## src/rtl/pzcorebus_pkg.sv

```systemverilog
// Shared pzcorebus definitions: response acceptance modes for sink masters.
package pzcorebus_pkg;
    typedef enum logic [1:0] {
        PZCOREBUS_RESPONSE_ACCEPT_NEVER,
        PZCOREBUS_RESPONSE_ACCEPT_ALWAYS,
        PZCOREBUS_RESPONSE_ACCEPT_THROTTLE
    } pzcorebus_response_accept_mode;
endpackage

```

## src/rtl/pzcorebus_if.sv

```systemverilog
// pzcorebus response channel: slave presents beats, master accepts them.
interface pzcorebus_if;
    logic mresp_accept;
    logic sresp_valid;
    logic slast;
    logic serror;

    modport response_master (
        output mresp_accept,
        input  sresp_valid,
        input  slast,
        input  serror
    );

    modport response_slave (
        input  mresp_accept,
        output sresp_valid,
        output slast,
        output serror
    );
endinterface

```

## src/rtl/pzcorebus_response_sink_counter.sv

```systemverilog
// Saturating statistics counter with synchronous reset and clear.
module pzcorebus_response_sink_counter #(
    parameter int unsigned WIDTH = 32
) (
    input  logic             i_clk,
    input  logic             i_rst,
    input  logic             i_clear,
    input  logic             i_inc,
    output logic [WIDTH-1:0] o_count
);
    logic [WIDTH-1:0] r_count;

    // A clear wins over an increment arriving in the same cycle.
    always_ff @(posedge i_clk) begin
        if (i_rst || i_clear) begin
            r_count <= '0;
        end else if (i_inc && (r_count != '1)) begin
            r_count <= r_count + WIDTH'(1);
        end
    end

    assign o_count = r_count;
endmodule

```

## src/rtl/pzcorebus_response_sink_master.sv

```systemverilog
// Response sink: accepts pzcorebus response beats per a fixed mode and keeps beat/response/error statistics.
module pzcorebus_response_sink_master
    import pzcorebus_pkg::*;
#(
    parameter pzcorebus_response_accept_mode ACCEPT_MODE   = PZCOREBUS_RESPONSE_ACCEPT_ALWAYS,
    parameter int unsigned                   ACCEPT_CYCLES = 1,
    parameter int unsigned                   STALL_CYCLES  = 1,
    parameter int unsigned                   COUNT_WIDTH   = 32
) (
    input  logic                       i_clk,
    input  logic                       i_rst,
    input  logic                       i_enable,
    input  logic                       i_clear,
    pzcorebus_if.response_master       master_if,
    output logic [COUNT_WIDTH-1:0]     o_beat_count,
    output logic [COUNT_WIDTH-1:0]     o_response_count,
    output logic [COUNT_WIDTH-1:0]     o_error_count,
    output logic                       o_in_burst
);
    localparam int unsigned PERIOD  = ACCEPT_CYCLES + STALL_CYCLES;
    localparam int unsigned PHASE_W = $clog2(PERIOD + 1);
    localparam logic [PHASE_W-1:0] PHASE_LAST   = PHASE_W'(PERIOD - 1);
    localparam logic [PHASE_W-1:0] ACCEPT_LIMIT = PHASE_W'(ACCEPT_CYCLES);

    typedef enum logic {
        BURST_IDLE,
        BURST_ACTIVE
    } burst_state_t;

    logic [PHASE_W-1:0] r_phase;
    burst_state_t       r_state;
    logic               w_accept;
    logic               w_beat;

    always_ff @(posedge i_clk) begin
        if (i_rst) begin
            r_phase <= '0;
        end else if (i_enable) begin
            r_phase <= (r_phase == PHASE_LAST) ? '0 : r_phase + PHASE_W'(1);
        end
    end

    // Acceptance never looks at sresp_valid; i_rst masks it during reset.
    always_comb begin
        w_accept = 1'b0;
        if (!i_rst && i_enable) begin
            case (ACCEPT_MODE)
                PZCOREBUS_RESPONSE_ACCEPT_ALWAYS:   w_accept = 1'b1;
                PZCOREBUS_RESPONSE_ACCEPT_THROTTLE: w_accept = (r_phase < ACCEPT_LIMIT);
                default:                            w_accept = 1'b0;
            endcase
        end
    end

    assign master_if.mresp_accept = w_accept;
    assign w_beat                 = master_if.sresp_valid && w_accept;

    always_ff @(posedge i_clk) begin
        if (i_rst) begin
            r_state <= BURST_IDLE;
        end else if (w_beat) begin
            case (r_state)
                BURST_IDLE:   if (!master_if.slast) r_state <= BURST_ACTIVE;
                BURST_ACTIVE: if (master_if.slast)  r_state <= BURST_IDLE;
                default:      r_state <= BURST_IDLE;
            endcase
        end
    end

    assign o_in_burst = (r_state == BURST_ACTIVE);

    pzcorebus_response_sink_counter #(.WIDTH(COUNT_WIDTH)) u_beat_counter (
        .i_clk   (i_clk),
        .i_rst   (i_rst),
        .i_clear (i_clear),
        .i_inc   (w_beat),
        .o_count (o_beat_count)
    );

    pzcorebus_response_sink_counter #(.WIDTH(COUNT_WIDTH)) u_response_counter (
        .i_clk   (i_clk),
        .i_rst   (i_rst),
        .i_clear (i_clear),
        .i_inc   (w_beat && master_if.slast),
        .o_count (o_response_count)
    );

    pzcorebus_response_sink_counter #(.WIDTH(COUNT_WIDTH)) u_error_counter (
        .i_clk   (i_clk),
        .i_rst   (i_rst),
        .i_clear (i_clear),
        .i_inc   (w_beat && master_if.serror),
        .o_count (o_error_count)
    );
endmodule

```

## src/flat_wrapper.sv

```systemverilog
// flat-port wrapper written by rule: the top's interface ports become plain ports
module pzcorebus_response_sink_master_flat import pzcorebus_pkg::*;
#(
    parameter pzcorebus_response_accept_mode ACCEPT_MODE   = PZCOREBUS_RESPONSE_ACCEPT_ALWAYS,
    parameter int unsigned                   ACCEPT_CYCLES = 1,
    parameter int unsigned                   STALL_CYCLES  = 1,
    parameter int unsigned                   COUNT_WIDTH   = 32
)
  (i_clk, i_rst, i_enable, i_clear, o_beat_count, o_response_count, o_error_count, o_in_burst, master_if_mresp_accept, master_if_sresp_valid, master_if_slast, master_if_serror);
  pzcorebus_if master_if_i ();
  input  logic i_clk;
  input  logic i_rst;
  input  logic i_enable;
  input  logic i_clear;
  output logic [COUNT_WIDTH-1:0] o_beat_count;
  output logic [COUNT_WIDTH-1:0] o_response_count;
  output logic [COUNT_WIDTH-1:0] o_error_count;
  output logic o_in_burst;
  output wire logic [$bits(master_if_i.mresp_accept)-1:0] master_if_mresp_accept;
  input wire logic [$bits(master_if_i.sresp_valid)-1:0] master_if_sresp_valid;
  input wire logic [$bits(master_if_i.slast)-1:0] master_if_slast;
  input wire logic [$bits(master_if_i.serror)-1:0] master_if_serror;
  assign master_if_mresp_accept = master_if_i.mresp_accept;
  assign master_if_i.sresp_valid = master_if_sresp_valid;
  assign master_if_i.slast = master_if_slast;
  assign master_if_i.serror = master_if_serror;
  pzcorebus_response_sink_master #(.ACCEPT_MODE(ACCEPT_MODE), .ACCEPT_CYCLES(ACCEPT_CYCLES), .STALL_CYCLES(STALL_CYCLES), .COUNT_WIDTH(COUNT_WIDTH)) u_core (.i_clk(i_clk), .i_rst(i_rst), .i_enable(i_enable), .i_clear(i_clear), .master_if(master_if_i), .o_beat_count(o_beat_count), .o_response_count(o_response_count), .o_error_count(o_error_count), .o_in_burst(o_in_burst));
endmodule
```

## config.mk

```make
export PLATFORM = sky130hd
export DESIGN_NAME = pzcorebus_response_sink_master_flat
export DESIGN_NICKNAME = d
export VERILOG_FILES = /design/src/rtl/pzcorebus_pkg.sv /design/src/rtl/pzcorebus_if.sv /design/src/rtl/pzcorebus_response_sink_counter.sv /design/src/rtl/pzcorebus_response_sink_master.sv /design/src/flat_wrapper.sv
export SDC_FILE = /design/constraint.sdc
export NUM_CORES = 1
export LEC_CHECK = 0
export CAP_MARGIN = 25
export CORE_UTILIZATION = 56
export DETAILED_ROUTE_END_ITERATION = 6
export GPL_TIMING_DRIVEN = 1
export PLACE_DENSITY_LB_ADDON = 0.08
export SLEW_MARGIN = 25
export SYNTH_ARGS = -nofsm -noshare
export SYNTH_HDL_FRONTEND = slang
export SYNTH_SLANG_ARGS = --single-unit
```

## constraint.sdc

```tcl
create_clock -name i_clk -period 7 [get_ports i_clk]
set_input_delay 1.75 -clock i_clk [delete_from_list [all_inputs] [get_ports i_clk]]
set_output_delay 1.75 -clock i_clk [all_outputs]
set_load 0.05 [all_outputs]
```

# --- Word level (Yosys, flattened, before mapping) ---
# Index checks and enable logic that the tools add are counted.
classes:
  n_addsub: 3
  eq_ne: 3
  muxes: 2
  reduce_logical: 9
ops:
  columns: ["op", "n"]
  rows:
  - ["adder 32 x 1 -> 32 bit, second input constant", 3]
  - ["!= test 32 bit, second input constant", 3]
  - ["logical AND 1 bit", 7]
  - ["2-to-1 mux 1 bit", 2]
  - ["zero test 1 bit", 1]
  - ["logical OR 1 bit", 1]
word_totals:
  register_bits: 97
  inputBits: 7
  output_inout_bits: 98
  elab_cells: 21

# --- Longest topological paths before layout ---
depth:
  word_depth: 6
  ltp_mapped: 9
  mapped_depth_nobuf: 6

# --- Cells and area by module ---
# Synthesis repeated with hierarchy kept, for this count alone.
unflattened:
  hier_cells: 574
  hier_area_um2: 5108.6
by_module_without_submodules:
  columns: ["mod", "n_inst", "cells_each", "area_each_um2", "seq_area_each_um2"]
  rows:
  - ["pzcorebus_response_sink_counter", 3, 189, 1681.6, 640.6]
  - ["pzcorebus_response_sink_master", 1, 7, 63.8, 20.0]

# --- Worst setup path before layout ---
# OpenSTA, ideal clock, no wires.
synth_timing:
  path_kind: "input -> output"
  start: "input port i_rst"
  end: "output port master_if_mresp_accept"
  arrival_ns: 2.595
  required_ns: 5.250
  slack_ns: 2.655
  cell_stages: 2
  path_buffers: 1
  path_cell_list: "buf_2 nor2b_1"
synth_between:
  elab_chain_cells: 3
synth_lines:
  columns: ["item", "line", "rtl"]
  rows:
  - ["from (decl)", "flat_wrapper.sv:12", "input logic i_rst;"]
  - ["zero test 1 bit", "pzcorebus_response_sink_master.sv:46", "if (!i_rst && i_enable) begin"]
  - ["logical AND 1 bit", "pzcorebus_response_sink_master.sv:46", null]
  - ["2-to-1 mux 1 bit", "pzcorebus_response_sink_master.sv:46", null]
  - ["to (decl)", "flat_wrapper.sv:19", "output wire logic [$bits(master_if_i.mresp_accept)-1:0] master_if_mresp_accept;"]
# No other way between the ends.

# --- Worst setup path after layout ---
# Same ends and word-level chain as after synthesis.

==> results.sh <==
export IMPL_status="completed"
export IMPL_detail_route_vias_per_cell=6.23
export IMPL_die_area_um2=9370
export IMPL_synth_main_ff_cell="dfxtp_1"
export IMPL_fin_skew_ns=0.0111
export IMPL_grt_ovfl_total=0
export IMPL_synth_area_um2=5030
export IMPL_antenna_found_initial=0
export IMPL_tns_ns=0
export IMPL_worst_hold_slack_ns=0.506
export IMPL_n_antenna_cell=0
export IMPL_cp_data_arrival_time_ns=3.36
export IMPL_grt_max_degree=52
export IMPL_slew_violations=0
export IMPL_core_um2=8720
export IMPL_worst_ep_required_time_ns=5.25
export IMPL_grt_pass1_wl_um=21000
export IMPL_crit_path_top_delay_cell="clkdlybuf4s50_1"
export IMPL_firstDrtPassIters=5
export IMPL_syn_inst=588
export IMPL_p_int_mw=0.738
export IMPL_p_switching_mw=0.224
export IMPL_drt_total_wl_um=12400
export IMPL_tritoncts="yes"
export IMPL_crit_fanout=11
export IMPL_gp_congestion=0.884
export IMPL_cts_buffers=9
export IMPL_maxCapViolCount=0
export IMPL_die_h_um=96.8
export IMPL_finalCriticalPeriod_ns=5.11
export IMPL_ys_seq_area_share_pct=38.6
export IMPL_total_power_mw=0.962
export IMPL_crit_path_end_kind="output pin"
export IMPL_syn_avg_cell_area_um2=8.56
export IMPL_rsz0062_at_grt="no"
export IMPL_peakVddDrop_mv=0.0992
export IMPL_placedCellCount=770
export IMPL_ant_nets=0
export IMPL_power_leakage_nw=1.93
export IMPL_async_flop_share_pct=0
export IMPL_cts_resized=0
export IMPL_p_seq_share_pct=57.4
export IMPL_grt_pass1_vias=4635
export IMPL_syn_nets=598
export IMPL_synth_warnings=0
export IMPL_wl_per_cell_um=15.8
export IMPL_clockPowerShare_pct=39.3
export IMPL_hpwl_um=8650
export IMPL_final_setup_viol_count=0
export IMPL_cp_cell_sequence="clkdlybuf4s50_1, nor2b_1, clkdlybuf4s50_1"
export IMPL_initial_core_util_pct=57.7
export IMPL_area_delta_synth_final_pct=25.4
export IMPL_rows=34
export IMPL_hold_path_class="flip-flop to flip-flop"
export IMPL_synth_cell_types=55
export IMPL_path_buf_inv=2
export IMPL_crit_type="input pin to output pin"
export IMPL_startpoint_type="input pin"
export IMPL_drt_iter0_drc=141
export IMPL_vias=4905
export IMPL_clk_pin_slew_ns=0.10
export IMPL_worst_pin_slew_ns=0.752
export IMPL_portBuffers=104
export IMPL_fin_cells=787
export IMPL_fillCellCount=690
export IMPL_clock_sinks=97
export IMPL_clockRootBuffer="clkbuf_8"
export IMPL_clk_latency_ns=0.38
export IMPL_worst_path_most_repeated_cell="clkdlybuf4s50_1"
export IMPL_clockBufferDepth=2
export IMPL_pwr_share_comb_pct=3.3
export IMPL_cts_setup_buffers=0
export IMPL_num_nets_final=684
export IMPL_multi_input_area_um2=2920
export IMPL_hold_violations=0
export IMPL_grt_usage_pct=26.5
export IMPL_cts_htree_levels=3
export IMPL_regArea_um2=1940
export IMPL_die_w_um=96.8
export IMPL_synth_edf_count=0
export IMPL_drc=0
export IMPL_synth_seq_cells=97
export IMPL_finalCritPeriodShare_pct=73.1
export IMPL_drive_above_1_share_pct=7.07
export IMPL_powerDensity_nw_per_um2=152
export IMPL_pin_count=105
export IMPL_sw_frac_of_total_pct=23.3
export IMPL_cp_top_family="buffers and inverters"
export IMPL_cts_hold_buf=0
export IMPL_cpPeakStageDelay_ns=0.81
export IMPL_fmaxAchievable_mhz=196
export IMPL_slew_headroom_pct=49.8
## cells in the mapped netlist (4+ instances only)
cell type  instances  area (µm²)
clkbuf_1          22        82.6
dfxtp_1           97        1940
and3_1            10        62.6
xnor2_1           33         289
a21oi_1           48         240
nand2_1           51         191
a31o_2             6        52.6
and4_1            10        87.6
mux2i_1            6        60.1
or3_1             29         181
nand4_1           31         194
o41ai_1            4        35.0
a211oi_1          12        90.1
o21ai_0           22         110
nor2_1            53         199
or4_1             17         128
buf_2              7        35.0
nor4_4             4        85.1
a41o_1             5        50.1
o31ai_1           15         113
and2_1             4        25.0
nor3_1             5        25.0
a31oi_1            6        37.5
nand3_1           24         120
inv_1             11        41.3
nor4_1            12        75.1
## registers in the layout, indices dropped and copies added, names as in the netlist
name and cells:
u_core.u_response_counter.o_count 32, u_core.o_in_burst 1, u_core.u_beat_counter.o_count 32, u_core.u_error_counter.o_count 32
## layout make-up
cell class | instances | share of cell area, %
clock buffer | 11 | 2.24
tap | 108 | 2.14
timing repair buffer | 107 | 16.9
multi-input combinational | 448 | 46.3
inverter | 11 | 0.654
sequential | 97 | 30.8
clock inverter | 5 | 1.01
## worst reg2reg max path, cell delays in order, from the launching register on
cell and delay, ns:
dfxtp_1 0.45, nand4_2 0.23, nor4_1 0.70, a31o_2 0.75, o21ai_0 0.26, a21oi_1 0.16
## cell usage in the layout (no fill, tap or decap), types with 17 or more instances in the layout
cell,Yosys,final
nand2_1,51,51
o21ai_0,22,22
nor2_1,53,52
or4_1,17,17
dfxtp_1,97,97
xnor2_1,33,33
nand4_1,31,31
or3_1,29,29
a21oi_1,48,48
clkdlybuf4s50_1,0,104
nand3_1,24,24
## power groups by stage
stage / logic [mW] / registers [mW] / clock network, mW
finish: 0.0321 / 0.552 / 0.378
CTS: 0.0316 / 0.553 / 0.384
global route: 0.0348 / 0.553 / 0.404
detailed placement: 0.0316 / 0.565 / 0
global placement: 0.0312 / 0.565 / 0
floorplan: 0.0198 / 0.567 / 0
## metrics by stage
stage	setup slack (ns)	utilization (%)	area (µm²)
finish	1.89	72.4	6310
global route	1.80	72.4	6310
CTS	1.90	72.2	6300
detailed placement	1.90	69.9	6090
global placement	1.94	69.9	6090
floorplan	2.66	-	5030
## cells by family after synthesis
| kind of cell | Yosys count | synth area share [%] |
|---|---|---|
| AO/OA/AOI/OAI | 139 | 19.0 |
| buffers and inverters | 43 | 3.60 |
| multiplexers | 6 | 1.19 |
| AND/OR/NAND/NOR | 266 | 30.9 |
| adder cells (fa/ha/maj) | 3 | 0.746 |
| flip-flops | 97 | 38.6 |
| XOR/XNOR | 34 | 5.92 |
## final timing paths
path / end / from / cells after the start / slack [ns]
worst min-delay path: u_core.u_response_counter.o_count[15] / u_core.u_response_counter.o_count[15] / 2 / 0.51
worst max-delay path: master_if_mresp_accept / i_rst / 3 / 1.89
worst max register to register: u_core.u_beat_counter.o_count[8] / u_core.u_beat_counter.o_count[4] / 5 / 4.39
worst min register to register: u_core.u_response_counter.o_count[15] / u_core.u_response_counter.o_count[15] / 2 / 0.51
## metal layers
metal	GRT usage [%]	vias up	part of all wire, %
met1	33.2	2321	44
met2	44.7	163	48
met5	0	-	0
li1	-	2392	-
met3	4.62	29	4.9
met4	11.1	0	2.8
(Power assumes the default switching activity.)
